**src/rtl/vector_addsub_pipe_pkg.sv**
```systemverilog
// Shared constants for the pipelined vector add/subtract datapath.
// Latency: n/a (package).
// Backpressure: n/a (package).
//
// Holds the default vector geometry, the operation encodings, and the
// default-width clamp limits. Modules that are re-parametrised derive their
// own limits from their COMP_W.
package vector_addsub_pipe_pkg;

    // Default geometry: three 19-bit signed components (x, y, z) = 57 bits.
    localparam int COMP_W_DEF   = 19;
    localparam int NUM_COMP_DEF = 3;
    localparam int VEC_W        = NUM_COMP_DEF * COMP_W_DEF;

    // Operation select carried on in_op.
    localparam logic OP_ADD = 1'b0;
    localparam logic OP_SUB = 1'b1;

    // Clamp limits for the default component width.
    localparam logic [COMP_W_DEF-1:0] COMP_MAX = {1'b0, {(COMP_W_DEF-1){1'b1}}};
    localparam logic [COMP_W_DEF-1:0] COMP_MIN = {1'b1, {(COMP_W_DEF-1){1'b0}}};

endpackage : vector_addsub_pipe_pkg

```
**src/rtl/vec_comp_sat.sv**
```systemverilog
// Narrows one COMP_W+1-bit signed sum to COMP_W bits, clamping or wrapping.
// Latency: purely combinational, zero cycles.
// Backpressure: none; no handshake, the enclosing stage owns flow control.
//
// Ports:
//   sum_i  [COMP_W:0]    signed full-precision sum/difference of two components
//   res_o  [COMP_W-1:0]  narrowed result
//   ovf_o                set when sum_i does not fit in COMP_W signed bits
module vec_comp_sat #(
    parameter int COMP_W   = 19,
    parameter bit SATURATE = 1'b1
) (
    input  logic [COMP_W:0]   sum_i,
    output logic [COMP_W-1:0] res_o,
    output logic              ovf_o
);

    localparam logic [COMP_W-1:0] LIM_MAX = {1'b0, {(COMP_W-1){1'b1}}};
    localparam logic [COMP_W-1:0] LIM_MIN = {1'b1, {(COMP_W-1){1'b0}}};

    always_comb begin
        // The extra top bit is a copy of the sign whenever the value fits;
        // disagreement means the true result left the COMP_W range.
        ovf_o = sum_i[COMP_W] ^ sum_i[COMP_W-1];
        res_o = sum_i[COMP_W-1:0];
        if (SATURATE && ovf_o) begin
            // The top bit still carries the true sign of the result.
            res_o = sum_i[COMP_W] ? LIM_MIN : LIM_MAX;
        end
    end

endmodule : vec_comp_sat

```
**src/rtl/vector_addsub_pipe.sv**
```systemverilog
// Pipelined per-component add/subtract of two packed signed vectors with overflow flags.
// Latency: two cycles from input transfer to out_valid; one vector per cycle sustained.
// Backpressure: valid/ready skid-free pipeline; in_ready drops only when both stages hold data and out_ready=0.
//
// Ports:
//   clk, rst              rising-edge clock, synchronous active-high reset
//   in_valid / in_ready   input handshake
//   in_op                 0 = v1 + v2, 1 = v1 - v2
//   in_vector_1/2         NUM_COMP packed signed components, component 0 in the LSBs
//   out_valid / out_ready output handshake
//   out_vector            packed result, same layout as the inputs
//   out_overflow          bit i set when component i overflowed
module vector_addsub_pipe
    import vector_addsub_pipe_pkg::*;
#(
    parameter int COMP_W   = COMP_W_DEF,
    parameter int NUM_COMP = NUM_COMP_DEF,
    parameter bit SATURATE = 1'b1
) (
    input  logic                         clk,
    input  logic                         rst,
    input  logic                         in_valid,
    output logic                         in_ready,
    input  logic                         in_op,
    input  logic [NUM_COMP*COMP_W-1:0]   in_vector_1,
    input  logic [NUM_COMP*COMP_W-1:0]   in_vector_2,
    output logic                         out_valid,
    input  logic                         out_ready,
    output logic [NUM_COMP*COMP_W-1:0]   out_vector,
    output logic [NUM_COMP-1:0]          out_overflow
);

    localparam int VW  = NUM_COMP * COMP_W;
    localparam int SUM_W = COMP_W + 1;
    localparam int SW  = NUM_COMP * SUM_W;

    // ------------------------------------------------------------------
    // Pipeline state
    // ------------------------------------------------------------------
    logic                s1_valid_q, s1_valid_d;
    logic [SW-1:0]       s1_sum_q,   s1_sum_d;
    logic                s2_valid_q, s2_valid_d;
    logic [VW-1:0]       s2_vec_q,   s2_vec_d;
    logic [NUM_COMP-1:0] s2_ovf_q,   s2_ovf_d;

    logic                s1_accept;
    logic                s2_accept;
    logic                in_xfer;
    logic                s1_move;

    logic [SW-1:0]       new_sum;
    logic [VW-1:0]       nar_vec;
    logic [NUM_COMP-1:0] nar_ovf;

    // ------------------------------------------------------------------
    // Flow control
    // A stage can take new data when it is empty or when its current
    // content leaves in the same cycle. The chain is combinational from
    // out_ready back to in_ready so a full pipe restarts without a bubble.
    // ------------------------------------------------------------------
    always_comb begin
        s2_accept = !s2_valid_q || out_ready;
        s1_accept = !s1_valid_q || s2_accept;
        in_xfer   = in_valid && s1_accept;
        s1_move   = s1_valid_q && s2_accept;
    end

    assign in_ready = s1_accept;

    // ------------------------------------------------------------------
    // Stage 1 arithmetic: sign-extend each component by one bit so the
    // full-precision result always fits; range checking happens in S2.
    // ------------------------------------------------------------------
    always_comb begin
        new_sum = '0;
        for (int i = 0; i < NUM_COMP; i++) begin
            logic [SUM_W-1:0] opa;
            logic [SUM_W-1:0] opb;
            opa = {in_vector_1[i*COMP_W + COMP_W-1], in_vector_1[i*COMP_W +: COMP_W]};
            opb = {in_vector_2[i*COMP_W + COMP_W-1], in_vector_2[i*COMP_W +: COMP_W]};
            if (in_op == OP_SUB) begin
                new_sum[i*SUM_W +: SUM_W] = opa - opb;
            end else begin
                new_sum[i*SUM_W +: SUM_W] = opa + opb;
            end
        end
    end

    always_comb begin
        s1_valid_d = s1_valid_q;
        s1_sum_d   = s1_sum_q;
        // When the stage frees up it takes whatever is offered, including
        // "nothing", which is how s1_valid clears after a move.
        if (s1_accept) begin
            s1_valid_d = in_valid;
        end
        if (in_xfer) begin
            s1_sum_d = new_sum;
        end
    end

    // ------------------------------------------------------------------
    // Stage 2: narrow each component back to COMP_W bits.
    // ------------------------------------------------------------------
    for (genvar g = 0; g < NUM_COMP; g++) begin : g_comp
        vec_comp_sat #(
            .COMP_W   (COMP_W),
            .SATURATE (SATURATE)
        ) u_comp_sat (
            .sum_i (s1_sum_q[g*SUM_W +: SUM_W]),
            .res_o (nar_vec[g*COMP_W +: COMP_W]),
            .ovf_o (nar_ovf[g])
        );
    end

    always_comb begin
        s2_valid_d = s2_valid_q;
        s2_vec_d   = s2_vec_q;
        s2_ovf_d   = s2_ovf_q;
        // An output transfer with nothing arriving from S1 empties S2;
        // while stalled (out_ready=0) everything holds.
        if (s2_accept) begin
            s2_valid_d = s1_valid_q;
        end
        if (s1_move) begin
            s2_vec_d = nar_vec;
            s2_ovf_d = nar_ovf;
        end
    end

    // ------------------------------------------------------------------
    // Registers. Data registers are cleared as well so the outputs read
    // zero after reset; in-flight vectors are discarded.
    // ------------------------------------------------------------------
    always_ff @(posedge clk) begin
        if (rst) begin
            s1_valid_q <= 1'b0;
            s1_sum_q   <= '0;
            s2_valid_q <= 1'b0;
            s2_vec_q   <= '0;
            s2_ovf_q   <= '0;
        end else begin
            s1_valid_q <= s1_valid_d;
            s1_sum_q   <= s1_sum_d;
            s2_valid_q <= s2_valid_d;
            s2_vec_q   <= s2_vec_d;
            s2_ovf_q   <= s2_ovf_d;
        end
    end

    assign out_valid    = s2_valid_q;
    assign out_vector   = s2_vec_q;
    assign out_overflow = s2_ovf_q;

endmodule : vector_addsub_pipe

```
**config.mk**
```make
export PLATFORM = sky130hd
export DESIGN_NAME = vector_addsub_pipe
export DESIGN_NICKNAME = d
export VERILOG_FILES = /design/src/rtl/vector_addsub_pipe_pkg.sv /design/src/rtl/vec_comp_sat.sv /design/src/rtl/vector_addsub_pipe.sv
export SDC_FILE = /design/constraint.sdc
export NUM_CORES = 1
export LEC_CHECK = 0
export ABC_CLOCK_PERIOD_IN_PS = 3600
export CORE_MARGIN = 2
export CORE_UTILIZATION = 35
export CTS_CLUSTER_DIAMETER = 40
export DETAILED_ROUTE_END_ITERATION = 8
export DONT_BUFFER_PORTS = 1
export GPL_ROUTABILITY_DRIVEN = 0
export HOLD_SLACK_MARGIN = 0.05
export PLACE_DENSITY_LB_ADDON = 0.05
export SYNTH_ARGS = -nofsm -noshare
export SYNTH_HDL_FRONTEND = slang
export SYNTH_SLANG_ARGS = --single-unit
```
**constraint.sdc**
```tcl
create_clock -name clk -period 3.6 [get_ports clk]
set_input_delay 0.36 -clock clk [delete_from_list [all_inputs] [get_ports clk]]
set_output_delay 0.36 -clock clk [all_outputs]
set_load 0.05 [all_outputs]
```
### Yosys cells after proc, flatten, opt, wreduce, memory -nomap -nowiden

Cells that the tools add are included.

| storage, ports and cells | value |
|---|---|
| flip-flop bits (word level) | 122 |
| input bits | 119 |
| output and inout port bits | 62 |
| word-level logic and storage cells | 29 |

| operators by class | value |
|---|---|
| $add $sub $neg | 6 |
| muxes and demuxes | 9 |
| bitwise gates (word level) | 3 |
| reductions and logical operators | 6 |

Operators by type and width:

| kind | number |
|---|---|
| $mux W19 | 6 |
| $add A19 B19 Y20 | 3 |
| $mux W20 | 3 |
| $sub A19 B19 Y20 | 3 |
| $xor A1 B1 Y1 | 3 |
| $logic_and A1 B1 Y1 | 2 |
| $logic_not A1 Y1 | 2 |
| $logic_or A1 B1 Y1 | 2 |

### Depth between registers and ports, before layout

Gate-level depths: netlist of run 1.

| logic depth | value |
|---|---|
| word-level depth | 4 |
| gate-level depth with buffers | 16 |
| mapped depth without buffers | 16 |

### Hierarchy

A second synthesis of run 1 with hierarchy kept.

| second synthesis, totals | value |
|---|---|
| cell total of the unflattened synthesis | 1,235 |
| area, all modules | 9,201.3 µm² |

By module, submodules not included:

| module | times used | cells each | area an instance (µm²) | seq. area each (µm²) |
|---|---|---|---|---|
| vector_addsub_pipe | 1 | 1,097 | 8,338.0 | 2,442.3 |
| vec_comp_sat | 3 | 46 | 287.8 | 0.0 |

### Least setup slack after synthesis of run 1

No wires, ideal clock.

| timing | value |
|---|---|
| kind | input -> register |
| start | input in_vector_2[24] |
| end | register s1_sum_q[38] |
| library setup time | 0.125 ns |
| arrival time | 3.094 ns |
| path slack | 0.381 ns |
| stages on the path | 12 |
| buffers on the path | 0 |
| cells stage by stage | or4_4 > nor4b_4 > nor2_1 > xnor2_1 > ha_1 > a21oi_1 > o21ai_0 > a31o_2 > a221o_1 > a311oi_1 > xor2_1 > o21ai_1 |

| on the way | value |
|---|---|
| word-level cells in the longest chain between the ends | 2 |

Ends and longest elaborated chain:

| what | line | text |
|---|---|---|
| start: declaration | vector_addsub_pipe.sv:26 | `input logic [NUM_COMP*COMP_W-1:0] in_vector_2,` |
| $add A19 B19 Y20 or $sub A19 B19 Y20 (tied branches) | vector_addsub_pipe.sv:84, vector_addsub_pipe.sv:82 |  |
| $mux W20 * | vector_addsub_pipe.sv:81 | `if (in_op == OP_SUB) begin` |
| end signal: assignment | vector_addsub_pipe.sv:144 | `s1_sum_q <= s1_sum_d;` |
| end: declaration | vector_addsub_pipe.sv:41 | `logic [SW-1:0] s1_sum_q, s1_sum_d;` |

Mark *: on every way between the ends. The rest lies on a longest branch, timed or not.
A chain may end at the register's enable or synchronous reset.

### Worst setup path in the final report of run 1

Same ends and word-level chain as after synthesis.

==> out/metrics.yaml, run 1 <==
synthesis:
  mappedNetlistArea_sq_um: 8610
  netlist.top_cell.by_area: "sky130_fd_sc_hd__dfxtp_1"
  netlist.area_leader.share_pct: 28.4
  synthCells: 1128
  synth-edff-count: 0
  synthesis.yosys.warnings: 0
  synth_seq_cells: 122
  mappedNetlistNets: 1316
  dominantRegCellSynth: "sky130_fd_sc_hd__dfxtp_1"
  netlist-cell-type-count: 71
  yosysSeqAreaShare_pct: 28.4
  synth-async-reset-ratio_pct: 0
  synth.avg_cell_area_sq_um: 7.64
  largest_cells_by_area_after_synthesis: "sky130_fd_sc_hd__dfxtp_1 28%, sky130_fd_sc_hd__ha_1 9.6%, sky130_fd_sc_hd__a21oi_1 7.6%, sky130_fd_sc_hd__xnor2_1 6.7%, sky130_fd_sc_hd__nand2_1 5.6%"
global_route:
  largest_net_degree_at_the_start_of_global_routing: 99
  global_route.overflow_total: 0
  first_global_vias: 7062
  grt_antenna_before_repair: 0
  groute.usage.overall_pct: 19.3
  global_route_wire_length_before_repair_microns: 40100
routing:
  remaining_drc_errors: 0
  detailedRoute.firstPassIterationCount: 5
  route.vias.total: 7524
  antenna_left: 0
  initialDrtViolationCount: 466
  wire_per_inst_microns: 17.6
  detail_route.wirelength_microns: 25500
  vias_per_cell: 5.20
layout:
  post-route-cell-area_sq_um: 9680
  fin_nets: 1299
  antenna_cells: 0
  postLayoutCoreUtil_pct: 39.9
  area_delta_synth_final_pct: 12.3
  post_route_cells_drive_above_1_share_pct: 6.49
  number_of_inserted_filler_cells_in_the_final_layout: 2609
sta:
  unrepaired_setup_endpoints_after_global_routing: "no"
  setup_violations: 0
  worst_slack_ns: 0.630
  fin_worst_skew_ns: 0.00797
  setup-tns-final_ns: 0
  timing.final.hold_violations: 0
  timing.max_slew.rel_slack_pct: 37.8
  timing_max_transition_violations_final: 0
  finalCriticalPeriod_ns: 2.97
  final_min_period_over_clock_period_pct: 82.5
  worst_tran_pin_value_ns: 0.931
  fmax_mhz: 337
min_path:
  min_delay_path_depth: 2
  class_of_the_tightest_hold_or_removal_check: "input port to flip-flop"
  hold_path.startpoint: "in_valid"
  capture_endpoint_of_the_worst_hold_path: "s1_valid_q"
worst_setup_path:
  path_max_fanout: 6
  worstSetupStartpointType: "input port"
  endpoint_kind: "flip-flop"
  register_to_register_setup_slack_ns: 0.99
  r2r.worst_path.cells: 9
  timing.critical_path.arrival_ns: 3.24
  reg2reg_from: "out_valid"
  r2r-end: "s1_sum_q[58]"
  critical_path_class: "input port to flip-flop"
  worst_ep_required_time_ns: 3.87
clocking:
  tritoncts.num_buffers: 17
  cts_tree: "built"
  worst_setup_hold_path_clk_slew_ns: 0.06
  cts.sink_count: 122
  cts-resized-gates: 0
  cts_max_level: 4
  post_cts_setup_repair_bufs: 0
  ctsLongestPathBuffers: 2
  clkLatencyLatePin_ns: 0.41
  ctsRootBufferMaster: "sky130_fd_sc_hd__clkbuf_16"
floorplanning:
  core.rowCount: 57
  area_of_the_die_sq_um: 25900
  start_util_pct: 35.5
  chipWidth_microns: 161
  die-height_microns: 161
  pin_count: 181
  placeableCoreArea_sq_um: 24200
place:
  dpl-instance-area_sq_um: 8950
  detailed_place_hpwl_microns: 20100
  placement.io_buffers: 0
  dp_worst_setup_slack_ns: 0.244
status:
  result_of_the_run: "complete, no violations"
job:
  max-cap-violations: 0
power_and_ir_drop:
  irDropWorstVdd_mv: 0.263
  power_density_nw_per_um2: 540
  power.leakage_nw: 3.76
cells in the mapped netlist (4+ instances only):
library cell               count
sky130_fd_sc_hd__dfxtp_1     122
sky130_fd_sc_hd__nor2_1      108
sky130_fd_sc_hd__clkbuf_1     46
sky130_fd_sc_hd__a21oi_1     131
sky130_fd_sc_hd__a31oi_1      15
sky130_fd_sc_hd__o21ai_1       5
sky130_fd_sc_hd__nand3_1      49
sky130_fd_sc_hd__xor2_1       23
sky130_fd_sc_hd__nor4b_1       4
sky130_fd_sc_hd__and2_1       10
sky130_fd_sc_hd__buf_1         8
sky130_fd_sc_hd__o21ai_0      33
sky130_fd_sc_hd__ha_1         66
sky130_fd_sc_hd__and3_1        7
sky130_fd_sc_hd__a21o_1       13
sky130_fd_sc_hd__o21a_1       14
sky130_fd_sc_hd__xnor2_1      66
sky130_fd_sc_hd__nor3_1       54
sky130_fd_sc_hd__nand2_1     129
sky130_fd_sc_hd__a311oi_1      5
sky130_fd_sc_hd__mux2i_1       4
sky130_fd_sc_hd__inv_1        30
sky130_fd_sc_hd__nor2b_1      11
sky130_fd_sc_hd__nand2b_1     45
sky130_fd_sc_hd__o21bai_1      7
sky130_fd_sc_hd__o31ai_1       4
sky130_fd_sc_hd__or3_1         9
sky130_fd_sc_hd__a211oi_1     36
cells by family after synthesis:
kind of cell,count (synthesis),synth area share [%]
adder cells (fa/ha/maj),69,10.3
AO/OA/AOI/OAI,307,22.6
XOR/XNOR,90,9.24
flip-flops,122,28.4
multiplexers,5,0.596
AND/OR/NAND/NOR,449,25.1
buffers and inverters,86,3.78
through the flow:
step           instances  hold WS (ns)  total power (W)
3_5_place_dp        1414         0.436          0.00326
3_3_place_gp        1414         0.431          0.00326
2_1_floorplan       1128         0.416          0.00291
4_1_cts             1447        0.0515          0.00526
6_report            1448        0.0761          0.00523
5_1_grt             1448         0.119          0.00553
what timing repair did:
item | CTS | global route
hold buffers | 1 | 1
setup endpoints to repair | 0 | 0
endpoints found under the hold margin | 98 | 1
worst max-delay path by stage:
stage / from / to / slack (ns) / cells after the start
2_1_floorplan: in_vector_2[24] / s1_sum_q[38] / 0.38 / 12
3_3_place_gp: in_vector_2[24] / s1_sum_q[38] / 0.27 / 12
3_5_place_dp: in_vector_2[24] / s1_sum_q[38] / 0.24 / 12
4_1_cts: in_vector_2[24] / s1_sum_q[38] / 0.66 / 12
5_1_grt: in_vector_2[43] / s1_sum_q[54] / 0.34 / 12
6_report: in_vector_2[24] / s1_sum_q[38] / 0.63 / 12
layout make-up:
type                       instances  area [sq um]  share of cell area (%)
timing repair buffer              20           173                    1.78
tap                              324           405                    4.19
inverter                          30           113                    1.16
multi-input combinational        920          5860                    60.5
clock inverter                    11           215                    2.22
sequential                       122          2440                    25.2
clock buffer                      21           470                    4.86
metal layers:
metal	global-route usage (%)	routed length (microns)
met4	3.90	145
met2	24.2	9200
met3	5.79	1900
met5	0	0
met1	31.4	14200
where the power goes:
part | switching (W) | internal (W) | total (W)
sequential | 0.000322 | 0.00151 | 0.00183
combinational | 0.000840 | 0.000588 | 0.00143
clock | 0.000617 | 0.00135 | 0.00197
cell usage in the layout (no fill, tap or decap), types with 18 or more instances in the layout:
cell / Yosys / layout
sky130_fd_sc_hd__a21oi_1: 131 / 131
sky130_fd_sc_hd__nor3_1: 54 / 54
sky130_fd_sc_hd__nand3_1: 49 / 49
sky130_fd_sc_hd__dfxtp_1: 122 / 122
sky130_fd_sc_hd__ha_1: 66 / 66
sky130_fd_sc_hd__a211oi_1: 36 / 36
sky130_fd_sc_hd__buf_4: 0 / 18
sky130_fd_sc_hd__inv_1: 30 / 30
sky130_fd_sc_hd__nor2_1: 108 / 108
sky130_fd_sc_hd__o21ai_0: 33 / 33
sky130_fd_sc_hd__nand2b_1: 45 / 44
sky130_fd_sc_hd__nand2_1: 129 / 129
sky130_fd_sc_hd__xnor2_1: 66 / 66
sky130_fd_sc_hd__xor2_1: 23 / 23
state kept, by name (all words and copies together), names as in the netlist:
signal,flops
out_overflow,3
out_valid,1
s1_sum_q,60
s1_valid_q,1
out_vector,57
worst max-delay path, stage by stage:
cell and delay [ns]:
sky130_fd_sc_hd__or4_4 0.54, sky130_fd_sc_hd__nor4b_4 0.25, sky130_fd_sc_hd__nor2_1 0.08, sky130_fd_sc_hd__xnor2_1 0.13, sky130_fd_sc_hd__ha_1 0.35, sky130_fd_sc_hd__a21oi_1 0.22
sky130_fd_sc_hd__o21ai_0 0.12, sky130_fd_sc_hd__a31o_2 0.26, sky130_fd_sc_hd__a221o_1 0.35, sky130_fd_sc_hd__a311oi_1 0.32, sky130_fd_sc_hd__xor2_1 0.19, sky130_fd_sc_hd__o21ai_1 0.07
Note: power is estimated with default switching activity, not from simulation.
==> inputs of run 2 (changes only) <==
--- a/config.mk
+++ b/config.mk
@@ -5,7 +5,7 @@
 export SDC_FILE = /design/constraint.sdc
 export NUM_CORES = 1
 export LEC_CHECK = 0
-export ABC_CLOCK_PERIOD_IN_PS = 3600
+export ABC_CLOCK_PERIOD_IN_PS = 2900
 export CORE_MARGIN = 2
 export CORE_UTILIZATION = 35
 export CTS_CLUSTER_DIAMETER = 40
==> constraint.sdc (replaced) <==
create_clock -name clk -period 2.9 [get_ports clk]
set_input_delay 0.29 -clock clk [delete_from_list [all_inputs] [get_ports clk]]
set_output_delay 0.29 -clock clk [all_outputs]
set_load 0.05 [all_outputs]
==> out/metrics.yaml, run 2 (synthesized netlist as in run 1, its figures left out) <==
power_and_ir_drop:
  irDropWorstVdd_mv: 0.311
  clock_network_power_share_pct: 32.8
  seq_power_share_pct: 34.7
  combPwrFrac_pct: 32.6
  cellInternalPower_w: 0.00423
  p_total_w: 0.00652
  power_density_nw_per_um2: 613
  sw_frac_of_total_pct: 35.2
  power.leakage_nw: 4.36
  power_switching_w: 0.00229
floorplanning:
  placeableCoreArea_sq_um: 24200
  pin_count: 181
  core.rowCount: 57
  area_of_the_die_sq_um: 25900
  die-height_microns: 161
  chipWidth_microns: 161
  start_util_pct: 35.5
place:
  placement.io_buffers: 0
  dpl-instance-area_sq_um: 9990
  detailed_place_hpwl_microns: 21100
clocking:
  tritoncts.num_buffers: 17
  post_cts_setup_repair_bufs: 0
  ctsRootBufferMaster: "sky130_fd_sc_hd__clkbuf_16"
  clkLatencyLatePin_ns: 0.40
  cts_max_level: 4
  worst_setup_hold_path_clk_slew_ns: 0.06
  cts.sink_count: 122
  ctsLongestPathBuffers: 2
  cts_tree: "built"
global_route:
  largest_net_degree_at_the_start_of_global_routing: 100
  first_global_vias: 7545
  global_route_wire_length_before_repair_microns: 42100
  groute.usage.overall_pct: 20.0
  grt_antenna_before_repair: 0
  global_route.overflow_total: 0
layout:
  top_register_by_number_of_flip_flops: "s1_sum_q"
  antenna_cells: 0
  post-route-cell-area_sq_um: 10600
  mostFrequentLayoutCell: "sky130_fd_sc_hd__buf_4"
  fin_nets: 1429
  number_of_inserted_filler_cells_in_the_final_layout: 2537
  largest_reg_flops: 60
  area_delta_synth_final_pct: 23.5
  final_cell_mix: "148 x sky130_fd_sc_hd__buf_4, 129 x sky130_fd_sc_hd__nand2_1, 129 x sky130_fd_sc_hd__a21oi_1, 122 x sky130_fd_sc_hd__dfxtp_1, 108 x sky130_fd_sc_hd__nor2_1"
  post_route_cells_drive_above_1_share_pct: 17.0
worst_setup_path:
  critical_path_class: "input port to flip-flop"
  timing.critical_path.arrival_ns: 2.99
  path_max_fanout: 4
  worst_ep_required_time_ns: 3.17
  endpoint_kind: "flip-flop"
  worstSetupStartpointType: "input port"
sta:
  fin_worst_skew_ns: 0.00632
  final_min_period_over_clock_period_pct: 93.6
  timing.final.hold_violations: 0
  timing_max_transition_violations_final: 0
  worst_tran_pin_value_ns: 1.15
  timing.max_slew.rel_slack_pct: 23.2
  fmax_mhz: 369
  finalCriticalPeriod_ns: 2.71
  setup-tns-final_ns: 0
  unrepaired_setup_endpoints_after_global_routing: "no"
  setup_violations: 0
routing:
  route.vias.total: 7966
  vias_per_cell: 5.05
  antenna_left: 0
  detailedRoute.firstPassIterationCount: 5
  detail_route.wirelength_microns: 26000
  wire_per_inst_microns: 16.5
  initialDrtViolationCount: 508
  remaining_drc_errors: 0
job:
  max-cap-violations: 0
min_path:
  class_of_the_tightest_hold_or_removal_check: "input port to flip-flop"
status:
  result_of_the_run: "complete, no violations"
## run 2: power by group through the flow
stage	logic, W	registers [W]	clock network (W)
floorplan	0.00139	0.00224	0
global placement	0.00209	0.00230	0
detailed placement	0.00210	0.00230	0
CTS	0.00214	0.00226	0.00218
global route	0.00238	0.00229	0.00225
finish	0.00212	0.00226	0.00214
## run 2: path summary, 6_finish.rpt
kind                            slack [ns]           end       startpoint  depth (start not counted)
worst max-delay path                  0.19  s1_sum_q[38]  in_vector_2[24]                         12
worst min-delay path                  0.13  s1_sum_q[40]  in_vector_2[38]                          2
worst max register to register        0.59  s1_sum_q[44]        out_valid                          7
worst min register to register        0.45  s1_sum_q[25]     s1_sum_q[25]                          2
## run 2: metrics by stage
stage          hold WS [ns]  instances  util (%)  setup WS, ns
2_1_floorplan         0.407       1128         -        -0.233
3_3_place_gp          0.376       1544      41.2        -0.252
3_5_place_dp          0.377       1544      41.2        -0.308
4_1_cts               0.100       1578      43.8         0.109
5_1_grt               0.129       1578      43.9      0.000586
6_report              0.125       1578      43.9         0.187
## run 2: routing by layer
| metal | share of wire [%] | GRT usage, % |
|---|---|---|
| met3 | 6.2 | 3.95 |
| met4 | 0.78 | 4.22 |
| met5 | 0 | 0 |
| met1 | 57 | 33.9 |
| met2 | 36 | 24.8 |
## run 2: worst max-delay path: stages
cell	delay (ns)
sky130_fd_sc_hd__or4_4	0.54
sky130_fd_sc_hd__nor4b_4	0.25
sky130_fd_sc_hd__nor2_1	0.08
sky130_fd_sc_hd__xnor2_1	0.14
sky130_fd_sc_hd__ha_1	0.35
sky130_fd_sc_hd__a21oi_2	0.18
sky130_fd_sc_hd__o21ai_0	0.10
sky130_fd_sc_hd__a31o_2	0.23
sky130_fd_sc_hd__a221o_1	0.35
sky130_fd_sc_hd__a311oi_2	0.23
sky130_fd_sc_hd__xor2_1	0.18
sky130_fd_sc_hd__o21ai_1	0.07
## run 2: what timing repair did
action	CTS	global route
gates resized for setup	0	3
endpoints found under the setup margin	0	5
endpoints found under the hold margin	99	0
hold buffers	2	0
## run 2: area by class of cell
cell class              count  area [sq um]  share of cell area (%)
repair buffers            150          1150                    10.8
flip-flops and latches    122          2440                    23.0
multi-input cells         920          5930                    55.7
inverters                  30           113                    1.06
clock inverters            14           174                    1.63
well taps                 324           405                    3.81
clock buffers              18           429                    4.03
==> inputs of run 3 (changes only) <==
--- a/config.mk
+++ b/config.mk
@@ -6,6 +6,7 @@
 export NUM_CORES = 1
 export LEC_CHECK = 0
 export ABC_CLOCK_PERIOD_IN_PS = 2900
+export CAP_MARGIN = 20
 export CORE_MARGIN = 2
 export CORE_UTILIZATION = 35
 export CTS_CLUSTER_DIAMETER = 40
==> out/metrics.yaml, run 3 (synthesized netlist as in run 1, its figures left out) <==
clocking:
  cts_tree: "built"
  ctsRootBufferMaster: "sky130_fd_sc_hd__clkbuf_16"
  clkLatencyLatePin_ns: 0.41
  post_cts_setup_repair_bufs: 0
  tritoncts.num_buffers: 17
  cts_max_level: 4
  worst_setup_hold_path_clk_slew_ns: 0.06
  ctsLongestPathBuffers: 2
  cts.sink_count: 122
sta:
  setup-tns-final_ns: 0
  fin_worst_hold_slack_ns: 0.104
  finalCriticalPeriod_ns: 2.74
  worst_tran_pin_value_ns: 0.718
  timing_max_transition_violations_final: 0
  final_min_period_over_clock_period_pct: 94.5
  timing.max_slew.rel_slack_pct: 51.9
  worst_slack_ns: 0.160
  fmax_mhz: 365
  fin_worst_skew_ns: 0.00917
  unrepaired_setup_endpoints_after_global_routing: "yes"
  setup_violations: 0
  timing.final.hold_violations: 0
routing:
  remaining_drc_errors: 0
  initialDrtViolationCount: 518
  detailedRoute.firstPassIterationCount: 5
  vias_per_cell: 5.06
  route.vias.total: 7994
  wire_per_inst_microns: 16.8
  detail_route.wirelength_microns: 26500
  antenna_left: 0
floorplanning:
  start_util_pct: 35.5
  pin_count: 181
  die-height_microns: 161
  core.rowCount: 57
  placeableCoreArea_sq_um: 24200
  area_of_the_die_sq_um: 25900
  chipWidth_microns: 161
place:
  place_inst: 1545
  detailed_place_hpwl_microns: 21100
  dp_worst_setup_slack_ns: -0.319
  placement.io_buffers: 0
layout:
  mostFrequentLayoutCell: "sky130_fd_sc_hd__buf_4"
  multi_input_area_sq_um: 5920
  largest_reg_flops: 60
  final_cell_mix: "149 x sky130_fd_sc_hd__buf_4, 129 x sky130_fd_sc_hd__nand2_1, 129 x sky130_fd_sc_hd__a21oi_1, 122 x sky130_fd_sc_hd__dfxtp_1, 107 x sky130_fd_sc_hd__nor2_1"
  register_area_sq_um: 2440
  fin_nets: 1430
  post_route_cells_drive_above_1_share_pct: 17.1
  antenna_cells: 0
  area_delta_synth_final_pct: 23.8
  top_register_by_number_of_flip_flops: "s1_sum_q"
  layout.cells.non_filler: 1579
  number_of_inserted_filler_cells_in_the_final_layout: 2558
min_path:
  hold_path.startpoint: "in_vector_2[19]"
  class_of_the_tightest_hold_or_removal_check: "input port to flip-flop"
global_route:
  global_route.overflow_total: 0
  groute.usage.overall_pct: 20.2
  largest_net_degree_at_the_start_of_global_routing: 100
  grt_antenna_before_repair: 0
  global_route_wire_length_before_repair_microns: 42000
  first_global_vias: 7481
worst_setup_path:
  critPathCapture: "s1_sum_q[38]"
  critPathSlowestCell: "sky130_fd_sc_hd__or4_4"
  cell_with_the_most_instances_on_the_worst_path: "sky130_fd_sc_hd__o21ai_1"
  worst_ep_required_time_ns: 3.18
  r2r-end: "s1_sum_q[33]"
  reg2reg_from: "out_valid"
  timing.critical_path.arrival_ns: 3.02
  register_to_register_setup_slack_ns: 0.64
  r2r.worst_path.cells: 7
  endpoint_kind: "flip-flop"
  worstSetupStartpointType: "input port"
  critical_path.cell_chain: "or4_4 > nor4b_4 > nor2_1 > xnor2_1 > ha_1 > a21oi_2 > o21ai_1 > a31o_2 > a221o_1 > a311oi_2 > xor2_1 > o21ai_1"
  critical_path_class: "input port to flip-flop"
  path_max_fanout: 4
  critPathMaxStageDelay_ns: 0.54
  cp-startpoint: "in_vector_2[24]"
power_and_ir_drop:
  power_density_nw_per_um2: 622
  power.leakage_nw: 4.36
  irDropWorstVdd_mv: 0.300
job:
  max-cap-violations: 0
status:
  result_of_the_run: "complete, no violations"
-- run 3: changes by cell type in the layout (fill, tap and decap cells not counted), sizes merged --
| cell | delta |
|---|---|
| buf | +1 |
| bufinv | +1 |
| clkinv | -2 |
| clkinvlp | +1 |
-- run 3: worst min path at each step --
stage                    to  depth (start not counted)
4_1_cts        s1_sum_q[20]                          2
3_3_place_gp   s1_sum_q[34]                          1
3_5_place_dp   s1_sum_q[55]                          1
5_1_grt        s1_sum_q[20]                          2
2_1_floorplan    s1_valid_q                          2
6_report       s1_sum_q[20]                          2
-- run 3: area by class of cell --
cell class	instances	share of cell area, %
Sequential cell	122	22.9
Clock inverter	14	1.85
Timing Repair Buffer	151	10.8
Inverter	30	1.06
Multi-Input combinational cell	920	55.5
Tap cell	324	3.80
Clock buffer	18	4.02
-- run 3: metal layers --
metal	GRT usage, %	up-vias	wire (microns)
met2	24.9	196	9520
met5	0	-	0
met4	3.90	0	187
li1	-	4240	-
met1	34.0	3545	15000
met3	4.42	13	1730
-- run 3: worst max-delay path: cells and delay by family --
kind	cells	cell delay, ns
AO/OA/AOI/OAI	6	1.21
XOR/XNOR	2	0.31
adder cells (fa/ha/maj)	1	0.35
AND/OR/NAND/NOR	3	0.86
-- run 3: power breakdown --
group	switching, W	total [W]	internal (W)
Combinational	0.00113	0.00214	0.00101
Sequential	0.000392	0.00226	0.00187
Clock	0.000794	0.00224	0.00144
Total	0.00232	0.00664	0.00432
-- run 3: repair_timing --
action	4_1_cts	5_1_grt
gates resized for setup	0	4
hold endpoints to repair	99	0
hold buffers	2	0
endpoints found under the setup margin	0	4
-- run 3: metrics by stage --
stage          util (%)  cell area (sq um)  total power (W)
4_1_cts            44.0              10700          0.00667
2_1_floorplan         -               8690          0.00362
6_report           44.0              10700          0.00664
5_1_grt            44.0              10700          0.00703
3_3_place_gp       41.2               9990          0.00439
3_5_place_dp       41.2               9990          0.00440
==> variant: new RTL, config.mk and constraints of run 3 <==
`NUM_COMP_DEF`: 3 -> 5.
--- a/src/rtl/vector_addsub_pipe_pkg.sv
+++ b/src/rtl/vector_addsub_pipe_pkg.sv
@@ -10,5 +10,5 @@
     // Default geometry: three 19-bit signed components (x, y, z) = 57 bits.
     localparam int COMP_W_DEF   = 19;
-    localparam int NUM_COMP_DEF = 3;
+    localparam int NUM_COMP_DEF = 5;
     localparam int VEC_W        = NUM_COMP_DEF * COMP_W_DEF;
 
Ports: changed (resized in_vector_1, in_vector_2, out_overflow and out_vector); port bits go from 181 to 297. No check against the original RTL was run, so the function may have changed too.
==> variant against run 3 <==
Design area grew 71%. Sequential share of layout area shrank 0.68 points. Sequential power grew 69%. Total power grew 79%. Wire length grew 98%. Highest routed layer is now met5. Die area grew 65%. Clock skew grew 4.9 ps. Worst hold slack lost 29 ps. Area after synthesis grew 66%. Worst setup slack lost 56 ps. Sequential cell count grew 80. Via count grew 76%.
==> variant: results (changes against run 3) <==
Place
  – Placed cell area: 16500 µm² (was 9990 µm²)
  – Port Buffers: 0 (unchanged)
  – Hpwl dp: 40700 µm (was 21100 µm)

Min path
  – Min-delay worst type: input port to register (unchanged)

Power
  – Worst vdd ir: 0.000339 V (was 0.000300 V)
  – Leakage: 7.55 nW (was 4.36 nW)
  – P_sw: 4.21 mW (was 2.32 mW)

Yosys
  – Top post-synthesis cells by area: dfxtp_1 28%, ha_1 9.6%, a21oi_1 7.3%, xnor2_1 6.7%, nand2_1 5.3% (was dfxtp_1 28%, ha_1 9.6%, a21oi_1 7.6%, xnor2_1 6.7%, nand2_1 5.6%)
  – Most used DFF post-synth: dfxtp_1 (unchanged)
  – Library cells used by synthesis: 70 (was 71)
  – Syn_nets: 2198 (was 1316)
  – Register area share after synthesis: 28.2% (was 28.4%)
  – Synth top cells by count: 208 x a21oi_1, 202 x dfxtp_1, 202 x nand2_1, 149 x nor2_1, 110 x ha_1 (was 131 x a21oi_1, 129 x nand2_1, 122 x dfxtp_1, 108 x nor2_1)
  – Synth async-reset ratio: 0% (unchanged)

Worst setup path
  – CP max stage cell: dlygate4sd3_1 (was or4_4)
  – Register-to-register setup slack: 250 ps (was 640 ps)
  – WP data arrival: 3260 ps (was 3020 ps)
  – Slowest stage delay, CP: 560 ps (was 540 ps)
  – Critical-path maximum fanout: 3 (was 4)
  – Crit path max-delay family: simple AND/OR/NAND/NOR gates (was compound AO/OA/AOI/OAI gates)

Cells and area
  – Largest register FFs: 100 (was 60)
  – Nets@finish: 2398 (was 1430)
  – Share of cells above drive strength 1: 16.6% (was 17.1%)
  – Fillers: 4212 (was 2558)

GRT
  – First-pass GRT wire length: 79200 µm (was 42000 µm)
  – Largest net degree at the start of global routing: 148 (was 100)
  – Total GRT Usage: 24.1% (was 20.2%)
  – Initial antenna violation count: 2 (was 0)
  – Vias in the first global route: 13100 (was 7481)

Clock tree
  – Max Buffers Root-to-Sink: 3 (was 2)
  – Worst-path clk slew: 40 ps (was 60 ps)
  – Worst skew pair latency: 530 ps (was 410 ps)
  – CTS buffer count: 38 (was 17)

Detailed routing
  – 1st-iter DRT viols: 870 (was 518)
  – Total Routed Length: 52600 µm (was 26500 µm)
  – Via density: 5.30 (was 5.06)

Status
  – Status: finished, final reports clean (unchanged)

Timing
  – Max_slew headroom: 50.1% (was 51.9%)
  – Worst Skew: 14.0 ps (was 9.17 ps)
-- variant: cell types whose count changed after synthesis, sizes merged, moves of 20 or more --
cell,before,now
dfxtp,122,202
a21oi,133,208
nand2,129,202
nand3,49,104
ha,66,110
xnor2,66,109
nor2,108,149
o21ai,38,79
nand2b,45,85
clkbuf,46,83
a21o,13,43
inv,30,56
nor3,55,75
-- variant: final cells by class --
| cell class | count | area (µm²) | area share (%) |
|---|---|---|---|
| multi-input cells | 1524 | 9840 | 54.1 |
| flip-flops and latches | 202 | 4040 | 22.2 |
| repair buffers | 265 | 2130 | 11.7 |
| clock buffers | 40 | 968 | 5.32 |
| well taps | 532 | 666 | 3.66 |
| clock inverters | 29 | 330 | 1.82 |
| inverters | 57 | 214 | 1.18 |
| diodes | 1 | 2.50 | 0.0138 |
-- variant: kinds of logic (layout without fill, tap and decap cells) --
| logic type | Yosys count | after routing | share of synthesized area [%] |
|---|---|---|---|
| other | 0 | 1 | 0 |
| AOI/OAI and AO/OA | 520 | 520 | 22.7 |
| muxes | 10 | 10 | 0.698 |
| buffers and inverters | 162 | 391 | 4.24 |
| adders and majority gates | 115 | 115 | 10.3 |
| DFF | 202 | 202 | 28.2 |
| xor gates and xnor gates | 142 | 142 | 8.68 |
| and+or+nand+nor | 737 | 737 | 25.1 |
-- variant: metrics by stage --
stage                     TNS [ps]  instances  utilization, %  setup slack, ps  hold slack (ps)
after floorplan               -362       1888               -            -93.1              407
after global placement       -4720       2548            40.7             -258              404
after detailed placement     -6030       2548            40.7             -285              412
after CTS                        0       2646            44.6             89.0             57.7
after global routing         -38.2       2650            44.8            -31.6             85.0
final                            0       2650            44.8              104             75.5
-- variant: power groups by stage --
stage | registers, mW | logic (mW) | clock network [mW]
after floorplan | 3.70 | 2.30 | 0
final | 3.82 | 3.55 | 4.52
after CTS | 3.82 | 3.52 | 4.61
after detailed placement | 3.88 | 3.41 | 0
after global placement | 3.87 | 3.37 | 0
after global routing | 3.86 | 3.94 | 4.74
-- variant: worst paths after layout --
check             startpoint           end  cells past startpoint
max reg2reg        out_valid   s1_sum_q[3]                      8
min reg2reg     s1_sum_q[76]  s1_sum_q[76]                      2
max          in_vector_2[22]  s1_sum_q[28]                     14
min          in_vector_2[19]  s1_sum_q[20]                      2
-- variant: repair_timing --
item | in CTS | in global routing
hold buffers | 29 | 1
setup endpoints to repair | 0 | 5
buffers inserted | 0 | 2
gates resized for setup | 0 | 6
hold endpoints to repair | 167 | 1
-- variant: per-layer routing --
layer	up-vias	share of wire (%)	GRT usage, %
li1	7155	-	-
met1	6416	53	38.4
met2	410	37	30.8
met3	56	8.5	6.76
met4	2	1.4	5.05
met5	-	0.025	0
